`src/rtl/sprite_pkg.sv`:
```
// Types and constants shared by the sprite selection and line rendering stages.
package sprite_pkg;

    localparam int SPRITE_SIZE = 16;
    localparam int BPP = 4;
    localparam logic [3:0] TRANSPARENT = 4'h0;

    // Object list entry layout: bit0 valid, upper bits OAM index.
    localparam int LIST_VALID_BIT = 0;
    localparam int LIST_IDX_LSB = 1;

    // OAM word layout, MSB first.
    typedef struct packed {
        logic       enable;
        logic       yflip;
        logic       xflip;
        logic       prio;
        logic [9:0] ypos;
        logic [9:0] xpos;
        logic [7:0] spriteref;
    } oam_entry_t;

    typedef enum logic [2:0] {
        S_IDLE,
        S_SCAN,
        S_OAM_WAIT,
        S_SPR_WAIT,
        S_DRAW,
        S_NEXT,
        S_DONE
    } render_state_t;

    // Sprite row for a line offset; 15-row is the bitwise inverse of a 4-bit row.
    function automatic logic [3:0] sprite_row(input logic [9:0] dy, input logic yflip);
        return yflip ? ~dy[3:0] : dy[3:0];
    endfunction

endpackage

```
`src/rtl/sprite_row_unpack.sv`:
```
// Picks one 4bpp pixel out of a 16-pixel sprite row, honouring horizontal flip.
module sprite_row_unpack
    import sprite_pkg::*;
(
    input  logic [SPRITE_SIZE*BPP-1:0] i_spr_data,
    input  logic                       i_xflip,
    input  logic [3:0]                 i_pix,
    output logic [BPP-1:0]             o_nib
);

    logic [3:0] w_col;
    logic [5:0] w_lsb;

    // Pixel 0 sits in the top nibble, so column c starts at bit 4*(15-c).
    assign w_col = i_xflip ? ~i_pix : i_pix;
    assign w_lsb = {~w_col, 2'b00};
    assign o_nib = i_spr_data[w_lsb +: BPP];

endmodule

```
`src/rtl/sprite_line_renderer.sv`:
```
// Renders the prepared per-line object list into the external line buffer.
module sprite_line_renderer
    import sprite_pkg::*;
#(
    parameter int maxObjectPerLine = 32,
    parameter int OAM_ADDR_SIZE    = 6,
    parameter int LINE_WIDTH       = 640,
    parameter int SPR_ADDR_SIZE    = 12
) (
    input  logic                                        clk,
    input  logic                                        reset,
    input  logic [9:0]                                  sy,
    input  logic [maxObjectPerLine*(OAM_ADDR_SIZE+1)-1:0] BufferArray,
    input  logic                                        line_prepared,
    output logic [OAM_ADDR_SIZE-1:0]                    oam_addr,
    input  logic [31:0]                                 oam_data,
    output logic [SPR_ADDR_SIZE-1:0]                    spr_addr,
    input  logic [SPRITE_SIZE*BPP-1:0]                  spr_data,
    output logic                                        lb_we,
    output logic [9:0]                                  lb_addr,
    output logic [4:0]                                  lb_data,
    output logic                                        busy,
    output logic                                        line_rendered
);

    localparam int ENTRY_W = OAM_ADDR_SIZE + 1;
    localparam int SLOT_W  = (maxObjectPerLine > 1) ? $clog2(maxObjectPerLine) : 1;
    localparam logic [SLOT_W-1:0] SLOT_LAST = SLOT_W'(maxObjectPerLine - 1);
    localparam logic [3:0]        PIX_LAST  = 4'(SPRITE_SIZE - 1);
    localparam logic [10:0]       X_LIMIT   = 11'(LINE_WIDTH);

    render_state_t r_state, w_state_next;

    logic [9:0]                           r_last_sy;
    logic [9:0]                           r_sy_snap;
    logic [maxObjectPerLine*ENTRY_W-1:0]  r_list;
    logic [SLOT_W-1:0]                    r_slot, w_slot_next;
    logic [3:0]                           r_pix, w_pix_next;
    logic                                 r_busy, w_busy_next;
    logic                                 r_rendered, w_rendered_next;
    logic [9:0]                           r_xpos;
    logic                                 r_xflip;
    logic                                 r_prio;
    logic [SPRITE_SIZE*BPP-1:0]           r_spr_row;
    logic [SPR_ADDR_SIZE-1:0]             r_spr_addr;

    logic                                 w_sy_changed;
    logic [ENTRY_W-1:0]                   w_entries [maxObjectPerLine];
    logic [ENTRY_W-1:0]                   w_cur_entry;
    oam_entry_t                           w_oam_in;
    logic [9:0]                           w_dy;
    logic                                 w_oam_hit;
    logic [3:0]                           w_row;
    logic [SPR_ADDR_SIZE-1:0]             w_spr_calc;
    logic [BPP-1:0]                       w_nib;
    logic [10:0]                          w_x;

    // Split the snapshot into per-slot entries.
    generate
        for (genvar gi = 0; gi < maxObjectPerLine; gi++) begin : g_slot
            assign w_entries[gi] = r_list[gi*ENTRY_W +: ENTRY_W];
        end
    endgenerate

    assign w_sy_changed = (sy != r_last_sy);
    assign w_cur_entry  = w_entries[r_slot];

    // OAM RAM registers this address at the end of SCAN; data arrives in OAM_WAIT.
    assign oam_addr = w_cur_entry[OAM_ADDR_SIZE:LIST_IDX_LSB];

    assign w_oam_in   = oam_entry_t'(oam_data);
    assign w_dy       = r_sy_snap - w_oam_in.ypos;
    assign w_oam_hit  = w_oam_in.enable && (w_dy[9:4] == 6'd0);
    assign w_row      = sprite_row(w_dy, w_oam_in.yflip);
    assign w_spr_calc = SPR_ADDR_SIZE'({w_oam_in.spriteref, w_row});

    // Present the row address during OAM_WAIT so the row is ready in SPR_WAIT; hold it after.
    assign spr_addr = (r_state == S_OAM_WAIT) ? w_spr_calc : r_spr_addr;

    assign w_x = {1'b0, r_xpos} + {7'd0, r_pix};

    sprite_row_unpack u_unpack (
        .i_spr_data (r_spr_row),
        .i_xflip    (r_xflip),
        .i_pix      (r_pix),
        .o_nib      (w_nib)
    );

    assign busy          = r_busy;
    assign line_rendered = r_rendered;

    // State register and per-line control flags.
    always_ff @(posedge clk or posedge reset) begin
        if (reset) begin
            r_state    <= S_IDLE;
            r_slot     <= '0;
            r_pix      <= '0;
            r_busy     <= 1'b0;
            r_rendered <= 1'b0;
        end else begin
            r_state    <= w_state_next;
            r_slot     <= w_slot_next;
            r_pix      <= w_pix_next;
            r_busy     <= w_busy_next;
            r_rendered <= w_rendered_next;
        end
    end

    // Next-state logic: a scanline change aborts whatever is in progress.
    always_comb begin
        w_state_next    = r_state;
        w_slot_next     = r_slot;
        w_pix_next      = r_pix;
        w_busy_next     = r_busy;
        w_rendered_next = r_rendered;
        if (w_sy_changed) begin
            w_state_next    = S_IDLE;
            w_busy_next     = 1'b0;
            w_rendered_next = 1'b0;
        end else begin
            case (r_state)
                S_IDLE: begin
                    if (line_prepared && !r_rendered) begin
                        w_state_next = S_SCAN;
                        w_slot_next  = SLOT_LAST;
                        w_busy_next  = 1'b1;
                    end
                end
                S_SCAN: begin
                    if (w_cur_entry[LIST_VALID_BIT]) begin
                        w_state_next = S_OAM_WAIT;
                    end else if (r_slot == '0) begin
                        w_state_next = S_DONE;
                    end else begin
                        w_slot_next = r_slot - 1'b1;
                    end
                end
                S_OAM_WAIT: begin
                    w_state_next = w_oam_hit ? S_SPR_WAIT : S_NEXT;
                end
                S_SPR_WAIT: begin
                    w_pix_next   = '0;
                    w_state_next = S_DRAW;
                end
                S_DRAW: begin
                    if (r_pix == PIX_LAST) begin
                        w_state_next = S_NEXT;
                    end else begin
                        w_pix_next = r_pix + 1'b1;
                    end
                end
                S_NEXT: begin
                    if (r_slot == '0) begin
                        w_state_next = S_DONE;
                    end else begin
                        w_slot_next  = r_slot - 1'b1;
                        w_state_next = S_SCAN;
                    end
                end
                S_DONE: begin
                    w_rendered_next = 1'b1;
                    w_busy_next     = 1'b0;
                    w_state_next    = S_IDLE;
                end
                default: begin
                    w_state_next = S_IDLE;
                end
            endcase
        end
    end

    // Snapshot the list at start, latch OAM fields and the sprite row as they arrive.
    always_ff @(posedge clk or posedge reset) begin
        if (reset) begin
            r_last_sy  <= 10'h3FF;
            r_sy_snap  <= '0;
            r_list     <= '0;
            r_xpos     <= '0;
            r_xflip    <= 1'b0;
            r_prio     <= 1'b0;
            r_spr_row  <= '0;
            r_spr_addr <= '0;
        end else begin
            r_last_sy <= sy;
            if (r_state == S_IDLE && w_state_next == S_SCAN) begin
                r_list    <= BufferArray;
                r_sy_snap <= sy;
            end
            if (r_state == S_OAM_WAIT) begin
                r_xpos     <= w_oam_in.xpos;
                r_xflip    <= w_oam_in.xflip;
                r_prio     <= w_oam_in.prio;
                r_spr_addr <= w_spr_calc;
            end
            if (r_state == S_SPR_WAIT) begin
                r_spr_row <= spr_data;
            end
        end
    end

    // Line buffer write port: opaque, on-screen pixels only, dropped immediately on abort.
    always_comb begin
        lb_we   = 1'b0;
        lb_addr = '0;
        lb_data = '0;
        if (r_state == S_DRAW) begin
            lb_addr = w_x[9:0];
            lb_data = {r_prio, w_nib};
            lb_we   = !w_sy_changed && (w_nib != TRANSPARENT) && (w_x < X_LIMIT);
        end
    end

endmodule

```
`config.mk`:
```
export PLATFORM = sky130hd
export DESIGN_NAME = sprite_line_renderer
export DESIGN_NICKNAME = d
export VERILOG_FILES = /design/src/rtl/sprite_pkg.sv /design/src/rtl/sprite_row_unpack.sv /design/src/rtl/sprite_line_renderer.sv
export SDC_FILE = /design/constraint.sdc
export NUM_CORES = 1
export LEC_CHECK = 0
export BUFFER_PORTS_ARGS = -buffer_cell sky130_fd_sc_hd__buf_2
export CAP_MARGIN = 30
export CORE_AREA = 5 5 137 236
export DETAILED_ROUTE_END_ITERATION = 10
export DIE_AREA = 0 0 142 241
export PLACE_DENSITY = 0.8
export REMOVE_ABC_BUFFERS = 1
export SYNTH_ARGS = -nofsm -noshare
export SYNTH_HDL_FRONTEND = slang
export SYNTH_SLANG_ARGS = --single-unit
```
`constraint.sdc`:
```
create_clock -name clk -period 26.4 [get_ports clk]
set_input_delay 1.32 -clock clk [delete_from_list [all_inputs] [get_ports clk]]
set_output_delay 1.32 -clock clk [all_outputs]
set_load 0.005 [all_outputs]
```
* Word level (Yosys, flattened, before mapping)
Index checks and enable logic that the tools add are counted.
** Storage, ports and cells
- Bits in registers :: 346
- Bits in latches :: 0
- Memory bits (writable) :: 0
- Input port bits :: 333
- Bits in read-only memories :: 0
- Output and inout port bits :: 36
- Memories :: 0
** Operators by class
- Shift-type cells :: 1
- Multiplexer cells :: 28
- Reduce and logical (&&, ||, !) cells :: 18
- Bitwise logic cells :: 5
- Order comparisons :: 2
- Divide/modulo/power cells :: 0
- $add $sub $neg :: 4
- Multipliers :: 0
- Equality and inequality tests :: 13
** Operators with widths (number)
- indexed part select 64 x 7 -> 4 bit :: 1
- binary-select mux 7 bit (select 5 bit) :: 1
- two-way mux 3 bit :: 7
- two-way mux 5 bit :: 4
- one-hot mux 3 bit (6 select lines) :: 1
- one-hot mux 5 bit (3 select lines) :: 1
- two-way mux 7 bit :: 2
- two-way mux 12 bit :: 1
- two-way mux 4 bit :: 3
- NOT 4 bit :: 3
- adder 10 x 4 -> 11 bit :: 1
- < comparator 11 x 10 -> 1 bit (second input constant) :: 1
- two-way mux 10 bit :: 1
- != test 10 bit :: 1
- subtractor 10 bit :: 1
- == test 3 bit (second input constant) :: 3
- one-hot mux 4 bit (2 select lines) :: 1
- == test 3 x 1 -> 1 bit (second input constant) :: 2
- == test 3 x 2 -> 1 bit (second input constant) :: 2
- greater-or-equal comparator 6 bit (second input constant) :: 1
- logical NOT 6 bit :: 1
- != test 2 bit (second input constant) :: 3
- NOT 5 -> 6 bit :: 1
- nonzero test 3 bit :: 2
- 16 further kinds :: 26

* Longest topological paths before layout
Gate-level depths: netlist of the first run.
- Depth after elaboration :: 9
- Depth in mapped cells :: 11

* By module
From an unflattened synthesis of the first run, not the netlist that was laid out.
** Second synthesis, totals
- Cell total of the unflattened synthesis :: 1917
- Area, all modules :: 17123.9 um2
** By module, submodules not included
- sprite_line_renderer :: area an instance 15927.8 um2, cells an instance 1795, times used 1
- sprite_row_unpack :: area an instance 1196.1 um2, cells an instance 122, times used 1

* Worst setup path before layout of the first run
OpenSTA, ideal clock, no wires.
- Path kind :: input port to output port
- From :: in sy[2]
- To :: out lb_we
- Buffers on the path :: 1
- Stages :: 6
- Path slack :: 22608 ps
- Data arrival time :: 2472 ps
- Cell sequence :: xor2_1 > nor4_1 > nand4_1 > clkbuf_1 > nor2_1 > nor4b_1
** Between the ends
- Cells in the longest elaborated chain, start to end :: 5
** RTL lines
- from (decl) :: RTL line sprite_line_renderer.sv:12 : input logic [9:0] sy,
- != test 10 bit :: RTL line sprite_line_renderer.sv:65 : assign w_sy_changed = (sy != r_last_sy);
- logical NOT 1 bit :: RTL line sprite_line_renderer.sv:209 : lb_we = !w_sy_changed && (w_nib != TRANSPARENT) && (w_x < X_LIMIT);
- logical AND 1 bit (2 in a row) :: RTL line sprite_line_renderer.sv:209
- two-way mux 1 bit :: RTL line sprite_line_renderer.sv:206 : if (r_state == S_DRAW) begin
- to (decl) :: RTL line sprite_line_renderer.sv:19 : output logic lb_we,
No other way between the ends.

* Final worst setup path of the first run
- From :: reg r_slot[0]
- To :: out oam_addr[4]
** Between the ends
- Cells in the longest elaborated chain, start to end :: 4
** RTL lines
- from (decl) :: RTL line sprite_line_renderer.sv:37 : logic [SLOT_W-1:0] r_slot, w_slot_next;
- from (signal assigned) :: RTL line sprite_line_renderer.sv:102 : r_slot <= w_slot_next;
- NOT 5 -> 6 bit (not written as such) :: RTL line sprite_line_renderer.sv:66 : assign w_cur_entry = w_entries[r_slot];
- binary-select mux 7 bit (select 5 bit) :: RTL line sprite_line_renderer.sv:66
- two-way mux 7 bit (not written as such) (2 in a row) :: RTL line sprite_line_renderer.sv:66
- to (decl) :: RTL line sprite_line_renderer.sv:15 : output logic [OAM_ADDR_SIZE-1:0] oam_addr,
No other way between the ends. The select of a mux whose other input is x is not followed.

==> results of run 1 <==
-- registers in the layout, indices dropped and copies added, names as in the netlist, 3 cells and up --
name / flops
r_last_sy: 10
r_list: 224
r_pix: 4
r_slot: 5
r_spr_addr: 12
r_spr_row: 64
r_state: 3
r_sy_snap: 10
r_xpos: 10
-- how the worst max path moves through the flow --
stage | slack [ps] | cells past startpoint | end
finish | 21330 | 6 | oam_addr[4]
CTS | 21260 | 6 | oam_addr[4]
floorplan | 11820 | 5 | r_sy_snap[0]$_DFFE_PP0P_
detailed placement | 21640 | 9 | r_list[82]$_DFFE_PP0P_
global placement | 21600 | 9 | r_list[88]$_DFFE_PP0P_
global route | 21170 | 6 | oam_addr[4]
-- per-stage QoR --
stage | worst slack [ps] | power (mW) | hold WS [ps]
floorplan | 11820 | 0.6035 | 437.9
global placement | 21600 | 0.6409 | 448.9
detailed placement | 21640 | 0.6447 | 457.1
CTS | 21260 | 1.110 | 472.5
global route | 21170 | 1.142 | 484.9
finish | 21330 | 1.104 | 470.0
-- cell usage in the layout, fill, tap and decap left out, types with 4 or more instances in the layout --
master / netlist / layout
nand2_1: 789 / 787
buf_2: 9 / 368
dfrtp_1: 336 / 334
mux2_2: 64 / 64
mux2i_1: 51 / 51
mux4_2: 48 / 48
clkbuf_16: 0 / 31
nor2_1: 30 / 30
a21oi_1: 29 / 29
o221ai_1: 26 / 26
inv_1: 21 / 20
xor2_1: 19 / 18
o21ai_0: 15 / 15
ha_1: 15 / 15
buf_4: 2 / 13
o22ai_1: 12 / 12
xnor2_1: 10 / 10
dfstp_2: 10 / 10
clkbuf_8: 0 / 8
nor3_1: 9 / 7
clkinv_2: 0 / 7
o21a_1: 6 / 6
and3_1: 6 / 6
o31ai_1: 6 / 6
buf_16: 0 / 6
diode_2: 0 / 5
or3_1: 5 / 5
a21o_1: 5 / 5
nand3_1: 5 / 5
clkbuf_1: 79 / 5
nand2b_1: 4 / 4
and2_1: 4 / 4
a31oi_1: 4 / 4
-- where the power goes --
part           internal [mW]  switching [mW]
combinational         0.0395          0.0384
sequential             0.546          0.0117
clock                  0.267           0.202
total                  0.853           0.252
-- worst register-to-register path, cell delays in order, from the launching register on --
cell	delay [ps]
dfstp_2	540
xor2_1	70
nor4_1	370
nand4_1	560
nor3_2	310
buf_4	650
buf_4	900
nand2_1	260
nand2_1	100
-- logic make-up (layout without fill, tap and decap cells) --
kind of cell    Yosys count  count (layout)
compound gates          123             123
xor+xnor                 30              30
fa+ha+maj                17              17
buf+inv                 117             465
flops                   346             346
mux                     166             166
other cells               0               5
simple gates            871             871
-- cell usage after synthesis (2+ instances only) --
library cell and count:
o221ai_1 26, buf_1 5, mux4_2 48, clkbuf_1 79
a31o_2 3, or2_2 3, nand3_1 5, buf_2 9
nor2_1 30, o2111ai_1 2, o21ai_0 15, o22ai_1 12
ha_1 15, dfrtp_1 336, nor3_1 9, a41oi_1 2
nand2b_1 4, o32ai_1 2, buf_4 2, nor2b_1 3
o31ai_1 6, fa_1 2, mux2i_1 51, and3_1 6
o211ai_1 2, or3_1 5, nand2_1 789, mux4_1 3
o21a_1 6, nor4_1 2, mux2_2 64, a21o_1 5
a21oi_1 29, nand4_1 3, a31oi_1 4, a211oi_1 2
xnor2_1 10, dfstp_2 10, inv_1 21, and2_1 4
nand4b_1 2, xor2_1 19
-- routing by layer --
layer / GRT usage, % / routed length (µm) / vias up
met5: 0 / 43 / -
met1: 30.05 / 15820 / 6408
met2: 45.58 / 23860 / 497
met4: 12.40 / 2213 / 8
li1: - / - / 6172
met3: 4.937 / 3042 / 140
-- cell type report --
type	instances	area [µm²]
fillers	2318	10470
flip-flops and latches	346	8676
clock buffers	44	904.6
diodes	5	12.51
well taps	387	484.2
inverters	21	86.33
repair buffers	388	2116
clock inverters	12	141.4
multi-input cells	1207	7169
==> impl_metrics.py, run 1 <==
metrics = {
    "outcome": {
        "outcome": "completed",
    },
    "worst_setup_path": {
        "max_stage_delay_ps": 850,
        "r2r-end": "r_list[82]$_DFFE_PP0P_",
        "end_kind": "output port",
        "cp-start-kind": "register",
        "critPathKind": "register to output port",
        "critPathMaxFanout": 50,
        "critPathTopFamily": "buffers and inverters",
        "crit_chain": "buf_4 > mux4_2 > o22a_1 > nand3_1 > o31ai_1 > buf_2",
        "critPathLaunch": "r_slot[0]$_DFFE_PP0P_",
        "cp.arrival_ps": 3750,
        "crit_buf_inv": 2,
        "timing.rr.start": "r_last_sy[2]$_DFF_PP1_",
        "reg2reg_depth": 8,
        "crit_path_top_delay_cell": "dfrtp_4",
        "reg2reg_slack_ps": 22570,
        "required_ps": 25080,
    },
    "clock_network": {
        "clk_latency_ps": 580,
        "cts.path.max_buffers": 3,
        "htreeDepth": 1,
        "cts_buffers": 31,
        "ctsResizeCount": 0,
        "cts_hold_buffers": 0,
        "root_buffer": "clkbuf_16",
        "cts_tree": "done",
        "postCtsSetupRepairBufs": 0,
        "clock-sinks": 346,
        "clkTransAtPathRegs_ps": 70,
    },
    "routing": {
        "num_vias": 13230,
        "first_pass_iters": 5,
        "wl_per_cell_um": 18.66,
        "drt_first_iter_violations": 776,
        "totalWireLength_mm": 44.98,
        "drc": 0,
        "ant_nets": 0,
        "viasPerCell": 5.488,
    },
    "place": {
        "placed_cells": 2346,
        "portBuffers": 368,
        "place_area_um2": 18450,
        "dp_hpwl_mm": 31.61,
        "gp_congestion": 0.8438,
    },
    "synthesis": {
        "synth_top_flop_cell": "dfrtp_1",
        "async_flop_share_pct": 100.0,
        "yosys.area_share.simple_pct": 20.92,
        "synth_area_leader_cell": "dfrtp_1",
        "synth_top_family_by_area": "simple AND/OR/NAND/NOR gates",
        "syn-mean-instance-area_um2": 9.747,
        "synthMuxAreaShare_pct": 14.69,
        "synth.top_cell.area_share_pct": 51.65,
        "syn_area_um2": 16280,
        "synth-adder-area-share_pct": 1.399,
        "synth_xor_area_share_pct": 1.660,
        "synth_compound_area_share_pct": 5.204,
        "synth-seq-cells": 346,
        "yosys_warnings": 0,
        "synthCells": 1670,
        "ys_types": 57,
        "synth_area_leaders": "dfrtp_1 52%, nand2_1 18%, mux4_2 6.6%",
        "seq_area_frac_synth_pct": 53.27,
        "synth-edff-count": 0,
    },
    "global_route": {
        "grt_start_max_net_pins": 116,
        "globalRouteOverflowTotal": 0,
        "antenna_found_initial": 8,
        "grt_pass1_vias": 13880,
        "grt_pass1_wl_mm": 70.41,
        "grt_usage_pct": 25.81,
    },
    "finish": {
        "drive_gt1_share_pct": 28.69,
        "area_delta_synth_final_pct": 20.35,
        "final_core_util_pct": 65.17,
        "fin_nets": 2345,
        "final_cells": 2410,
        "final_area_um2": 19590,
    },
    "power_and_ir_drop": {
        "pwr_density_cell_nw_per_um2": 56.37,
        "leakagePower_nw": 10.21,
        "irDropWorstVdd_mv": 0.05875,
    },
    "die": {
        "core_area_um2": 30060,
        "die_x_um": 142,
        "die-area_um2": 34220,
        "start_util_pct": 54.15,
        "num_rows": 84,
        "die_h_um": 241,
        "io_pins": 369,
    },
    "timing": {
        "slew_headroom_pct": 30.93,
        "fin_worst_skew_ps": 19.74,
        "fin_setup_tns_ps": 0,
        "fmax_mhz": 197.3,
        "maxSlewViolCount": 0,
        "post-route-period-util_pct": 19.20,
        "tightestPinTransition_ps": 1036,
        "fin_crit_ps": 5069,
        "rsz0062_at_grt": "false",
        "hold_viol": 0,
        "setup-violations-final": 0,
    },
    "hold_path": {
        "min_to": "r_list[98]$_DFFE_PP0P_",
        "holdPathStages": 2,
        "min_from": "r_list[98]$_DFFE_PP0P_",
        "worst_hold_path_type": "register to register",
    },
    "job": {
        "max-cap-violations": 0,
    },
}
No activity file was read; power rests on OpenSTA's default activity.
==> inputs of run 2 (changes only) <==
Settings changed: ABC_AREA set to 1, CORE_AREA 5 5 137 236 to 5 5 144 248, DIE_AREA 0 0 142 241 to 0 0 149 253, PLACE_DENSITY 0.8 to 0.79.
Clock period 26.4 ns to 5 ns, I/O delays scaled along.
==> impl_metrics.py, run 2 <==
metrics = {
    "outcome": {
        "outcome": "completed",
    },
    "timing": {
        "rsz0062_at_grt": "false",
        "slew_headroom_pct": 33.29,
        "fmax_mhz": 232.6,
        "fin_worst_skew_ps": 18.66,
        "hold_viol": 0,
        "fin_setup_tns_ps": 0,
        "maxSlewViolCount": 0,
        "fin_crit_ps": 4299,
        "setup-violations-final": 0,
        "post-route-period-util_pct": 85.98,
        "tightestPinTransition_ps": 998.3,
        "holdWs_ps": 6.030,
    },
    "synthesis": {
        "synth-seq-cells": 346,
        "synth_area_leader_cell": "dfrtp_1",
        "yosys-top-cells-count": "509 x nand2_1, 336 x dfrtp_1, 335 x inv_1",
        "syn_area_um2": 18100,
        "async_flop_share_pct": 100.0,
        "synth_area_leaders": "dfrtp_1 46%, nand2_1 11%, o21ai_2 8.8%",
        "synth_top_flop_cell": "dfrtp_1",
        "yosys.cell_count.top_type": "nand2_1",
        "yosys_warnings": 0,
        "syn-mean-instance-area_um2": 8.220,
        "synthCells": 2202,
        "synth-edff-count": 0,
        "ys_types": 44,
        "seq_area_frac_synth_pct": 47.91,
        "synth.top_cell.area_share_pct": 46.45,
    },
    "die": {
        "die_h_um": 253,
        "io_pins": 369,
        "num_rows": 89,
        "die_x_um": 149,
        "die-area_um2": 37700,
        "start_util_pct": 53.82,
        "core_area_um2": 33630,
    },
    "place": {
        "gp_congestion": 0.8975,
        "portBuffers": 368,
        "dp_hpwl_mm": 34.64,
    },
    "finish": {
        "regMostFlops": "r_list",
        "fill_cells": 2258,
        "seq_area_um2": 8677,
        "final_cell_mix": "509 x nand2_1, 368 x buf_2, 334 x inv_1",
        "multiInputGateArea_um2": 7301,
        "largest_reg_flops": 224,
        "drive_gt1_share_pct": 24.01,
        "largestRegisters": "r_list (224), r_spr_row (64), r_spr_addr (12)",
        "fin_nets": 3144,
        "area_delta_synth_final_pct": 32.72,
        "final_common_cell": "nand2_1",
    },
    "hold_path": {
        "min_from": "BufferArray[222]",
        "holdPathStages": 3,
        "worst_hold_path_type": "input pin to register",
        "min_to": "r_list[222]$_DFFE_PP0P_",
    },
    "routing": {
        "totalWireLength_mm": 62.48,
        "num_vias": 17980,
        "ant_nets": 0,
        "drc": 0,
        "first_pass_iters": 6,
        "viasPerCell": 5.483,
        "wl_per_cell_um": 19.05,
        "drt_first_iter_violations": 1622,
    },
    "global_route": {
        "grt_pass1_wl_mm": 98.01,
        "grt_usage_pct": 32.88,
        "grt_start_max_net_pins": 116,
        "grt_pass1_vias": 18820,
        "antenna_found_initial": 3,
        "globalRouteOverflowTotal": 0,
    },
    "power_and_ir_drop": {
        "irDropWorstVdd_mv": 0.2149,
        "power_mw": 6.628,
        "leakagePower_nw": 12.51,
        "pwr_density_cell_nw_per_um2": 275.9,
    },
    "clock_network": {
        "clk_latency_ps": 530,
        "cts_buffers": 34,
        "root_buffer": "clkbuf_16",
        "htreeDepth": 2,
        "clkTransAtPathRegs_ps": 60,
        "postCtsSetupRepairBufs": 0,
        "cts.path.max_buffers": 3,
        "cts_tree": "done",
        "clock-sinks": 346,
    },
    "worst_setup_path": {
        "critPathKind": "register to output port",
        "reg2reg_slack_ps": 1550,
        "r2r-end": "r_list[175]$_DFFE_PP0P_",
        "critPathMaxFanout": 65,
        "reg2reg_depth": 11,
        "end_kind": "output port",
        "required_ps": 4750,
        "timing.rr.start": "r_slot[0]$_DFFE_PP0P_",
        "cp.arrival_ps": 4050,
        "cp-start-kind": "register",
    },
    "job": {
        "max-cap-violations": 0,
    },
}
-- run 2: cell count changes after synthesis, moves of 101 or more --
cell / change
inv_1: +314
nand2_1: -280
o21ai_0: +120
nand3_1: +101
o21ai_2: +182
nor2_1: +160
-- run 2: kinds of logic after synthesis --
family / after synthesis / share of synthesized area, %
flip-flops: 346 / 47.91
AND/OR/NAND/NOR: 835 / 18.52
multiplexers: 24 / 1.438
AO/OA/AOI/OAI: 502 / 18.10
XOR/XNOR: 19 / 0.9194
adder cells (fa/ha/maj): 17 / 1.258
buffers and inverters: 459 / 11.86
-- run 2: how the worst max path moves through the flow --
stage	end	startpoint	slack, ps
final	oam_addr[1]	r_slot[0]$_DFFE_PP0P_	700
after global routing	oam_addr[1]	r_slot[0]$_DFFE_PP0P_	690
after CTS	oam_addr[1]	r_slot[0]$_DFFE_PP0P_	1160
after detailed placement	r_list[161]$_DFFE_PP0P_	r_slot[0]$_DFFE_PP0P_	1640
after global placement	r_list[217]$_DFFE_PP0P_	r_slot[0]$_DFFE_PP0P_	1740
after floorplan	busy$_DFFE_PP0P_	reset	-4830
-- run 2: cell type report --
class,count,share of cell area [%]
sequential,346,36.12
tap,455,2.370
timing repair buffer,676,20.76
clock buffer,51,4.365
antenna,9,0.09375
clock inverter,6,0.5573
multi-input combinational,1397,30.39
inverter,339,5.339
-- run 2: worst max-delay path, stage by stage, from the launching register on --
cell	delay, ps
dfrtp_4	680
inv_4	430
buf_4	690
o21ai_0	210
o22ai_1	250
nand2_1	80
o211ai_1	110
nand2_1	70
o21ai_0	700
buf_2	240
-- run 2: stage by stage --
stage               util [%]  worst slack [ps]  std cells  area (µm²)
floorplan                  -             -4827       2082       17230
global placement       59.29              1736       2929       19940
detailed placement     59.37              1641       2930       19970
CTS                    71.28              1159       3269       23970
global route           71.39             687.8       3273       24010
finish                 71.43             701.1       3279       24020
-- run 2: timing repair --
item,in CTS,in global routing
resized for setup,0,0
hold endpoints to repair,397,0
hold buffers,282,0
setup endpoints to repair,0,0
-- run 2: metal layers --
| layer | part of all wire, % | GRT usage [%] |
|---|---|---|
| met1 | 34 | 36.82 |
| met2 | 50 | 55.54 |
| met3 | 7.6 | 7.073 |
| met4 | 7.5 | 22.64 |
| met5 | 0 | 0 |
-- run 2: power breakdown --
group	switching, mW	internal [mW]	total (mW)
Clock	1.11	1.65	2.76
Combinational	0.473	0.411	0.884
Sequential	0.0760	2.91	2.98
==> inputs of run 3 (changes only) <==
Settings changed: PLACE_DENSITY 0.79 to 0.84.
==> impl_metrics.py, run 3 (synthesis results as in run 2) <==
metrics = {
    "outcome": {
        "outcome": "completed",
    },
    "routing": {
        "totalWireLength_mm": 65.38,
        "viasPerCell": 5.609,
        "first_pass_iters": 8,
        "wl_per_cell_um": 19.92,
        "num_vias": 18410,
        "ant_nets": 0,
        "drc": 0,
        "drt_first_iter_violations": 1682,
    },
    "power_and_ir_drop": {
        "irDropWorstVdd_mv": 0.2697,
        "leakagePower_nw": 12.53,
        "swShare_pct": 25.62,
        "p_seq_share_pct": 44.7,
        "power_mw": 6.682,
        "pwr-share-comb_pct": 13.4,
        "p_switching_mw": 1.712,
        "pwr_density_cell_nw_per_um2": 277.5,
        "power.internal_mw": 4.970,
        "p_clk_share_pct": 41.9,
    },
    "finish": {
        "final_common_cell": "nand2_1",
        "seq_area_um2": 8677,
        "multiInputGateArea_um2": 7301,
        "final_cell_mix": "509 x nand2_1, 368 x buf_2, 334 x inv_1",
        "largest_reg_flops": 224,
        "largestRegisters": "r_list (224), r_spr_row (64), r_spr_addr (12)",
        "regMostFlops": "r_list",
        "fill_cells": 2208,
        "area_delta_synth_final_pct": 33.03,
        "drive_gt1_share_pct": 23.98,
        "fin_nets": 3146,
    },
    "timing": {
        "tightestPinTransition_ps": 1023,
        "hold_viol": 0,
        "fin_crit_ps": 3796,
        "setup-violations-final": 0,
        "holdWs_ps": 26.33,
        "fin_worst_skew_ps": 21.87,
        "rsz0062_at_grt": "false",
        "post-route-period-util_pct": 75.93,
        "fmax_mhz": 263.4,
        "slew_headroom_pct": 31.64,
        "maxSlewViolCount": 0,
    },
    "global_route": {
        "grt_start_max_net_pins": 126,
        "globalRouteMet1Util_pct": 36.09,
        "grt-busiest-layer": "met2",
        "globalRouteOverflowTotal": 0,
        "grt_usage_pct": 33.90,
        "grt_pass1_vias": 19240,
        "grtUsageMet2_pct": 56.50,
        "gr-usage-met3_pct": 7.807,
        "grt_pass1_wl_mm": 100.4,
        "antenna_found_initial": 8,
    },
    "worst_setup_path": {
        "max_stage_delay_ps": 710,
        "cp-start-kind": "register",
        "worst-path-stages": 9,
        "end_kind": "output port",
        "crit_path_top_delay_cell": "buf_4",
        "reg2reg_depth": 10,
        "crit_buf_inv": 3,
        "critPathMaxFanout": 70,
        "crit_chain": "inv_4 > buf_4 > o21ai_0 > o22ai_1 > o21ai_0 > o22ai_1 > nand2_1 > nand2_1 > buf_2",
        "cp.arrival_ps": 3550,
        "critPathKind": "register to output port",
        "required_ps": 4750,
        "critPathTopFamily": "buffers and inverters",
    },
    "clock_network": {
        "root_buffer": "clkbuf_16",
        "postCtsSetupRepairBufs": 0,
        "ctsResizeCount": 0,
        "clkTransAtPathRegs_ps": 70,
        "clk_latency_ps": 530,
        "clock-sinks": 346,
        "cts_tree": "done",
        "cts.path.max_buffers": 3,
        "htreeDepth": 2,
        "cts_buffers": 34,
    },
    "job": {
        "max-cap-violations": 0,
    },
    "die": {
        "num_rows": 89,
        "start_util_pct": 53.82,
        "io_pins": 369,
        "core_area_um2": 33630,
        "die_x_um": 149,
        "die_h_um": 253,
        "die-area_um2": 37700,
    },
    "place": {
        "gp_congestion": 0.9031,
        "portBuffers": 368,
        "dp_hpwl_mm": 34.77,
    },
    "hold_path": {
        "worst_hold_path_type": "input pin to register",
        "holdPathStages": 3,
    },
}
run 3: final cells by class:
cell class                      instances  area share (%)
Tap cell                              455           2.364
Multi-Input combinational cell       1397           30.32
Clock inverter                          8          0.4885
Sequential cell                       346           36.04
Timing Repair Buffer                  678           20.90
Antenna cell                            8         0.08314
Inverter                              339           5.326
Clock buffer                           51           4.479
run 3: worst paths after layout:
| check | startpoint | endpoint | slack [ps] |
|---|---|---|---|
| min reg2reg | r_spr_addr[9]$_DFF_PP0_ | r_spr_addr[9]$_DFF_PP0_ | 470 |
| min | spr_data[7] | r_spr_row[7]$_DFFE_PP0P_ | 30 |
| max in group asynchronous | reset | r_list[46]$_DFFE_PP0P_ | 3250 |
| max | r_slot[0]$_DFFE_PP0P_ | oam_addr[5] | 1200 |
| max reg2reg | r_slot[0]$_DFFE_PP0P_ | r_list[125]$_DFFE_PP0P_ | 1490 |
| min in group asynchronous | reset | r_list[146]$_DFFE_PP0P_ | 550 |
run 3: per-stage QoR:
step | TNS [ps] | cell area (µm²) | setup WS (ps) | cells | utilization (%)
after floorplan | -2366050 | 17230 | -4827 | 2082 | -
after detailed placement | 0 | 19940 | 1703 | 2925 | 59.30
after CTS | 0 | 24020 | 1280 | 3272 | 71.43
after global placement | 0 | 19910 | 1802 | 2924 | 59.22
after global routing | 0 | 24070 | 1031 | 3280 | 71.58
final | 0 | 24080 | 1204 | 3282 | 71.60
run 3: worst reg2reg max path, cell delays in order, from the launching register on:
cell	delay [ps]
dfrtp_4	760
inv_4	290
ha_1	310
inv_1	50
nor2_1	50
nand3_1	240
nand2_1	100
a21oi_2	220
nand3_4	510
buf_12	460
o21ai_2	400
run 3: repair_timing:
action	4_1_cts	5_1_grt
hold buffers	288	1
setup endpoints to repair	0	0
endpoints found under the hold margin	393	1
run 3: metal layers:
| layer | share of wire, % | routed length (µm) |
|---|---|---|
| met1 | 33 | 21530 |
| met2 | 49 | 32030 |
| met3 | 8.5 | 5533 |
| met4 | 9.6 | 6262 |
| met5 | 0.041 | 27 |
run 3: power by group through the flow:
stage	logic, mW	clock network [mW]	registers, mW
6_report	0.897	2.80	2.99
5_1_grt	0.973	2.92	2.99
4_1_cts	0.841	2.80	2.98
3_5_place_dp	0.661	0	3.03
3_3_place_gp	0.639	0	3.02
2_1_floorplan	0.384	0	3.01
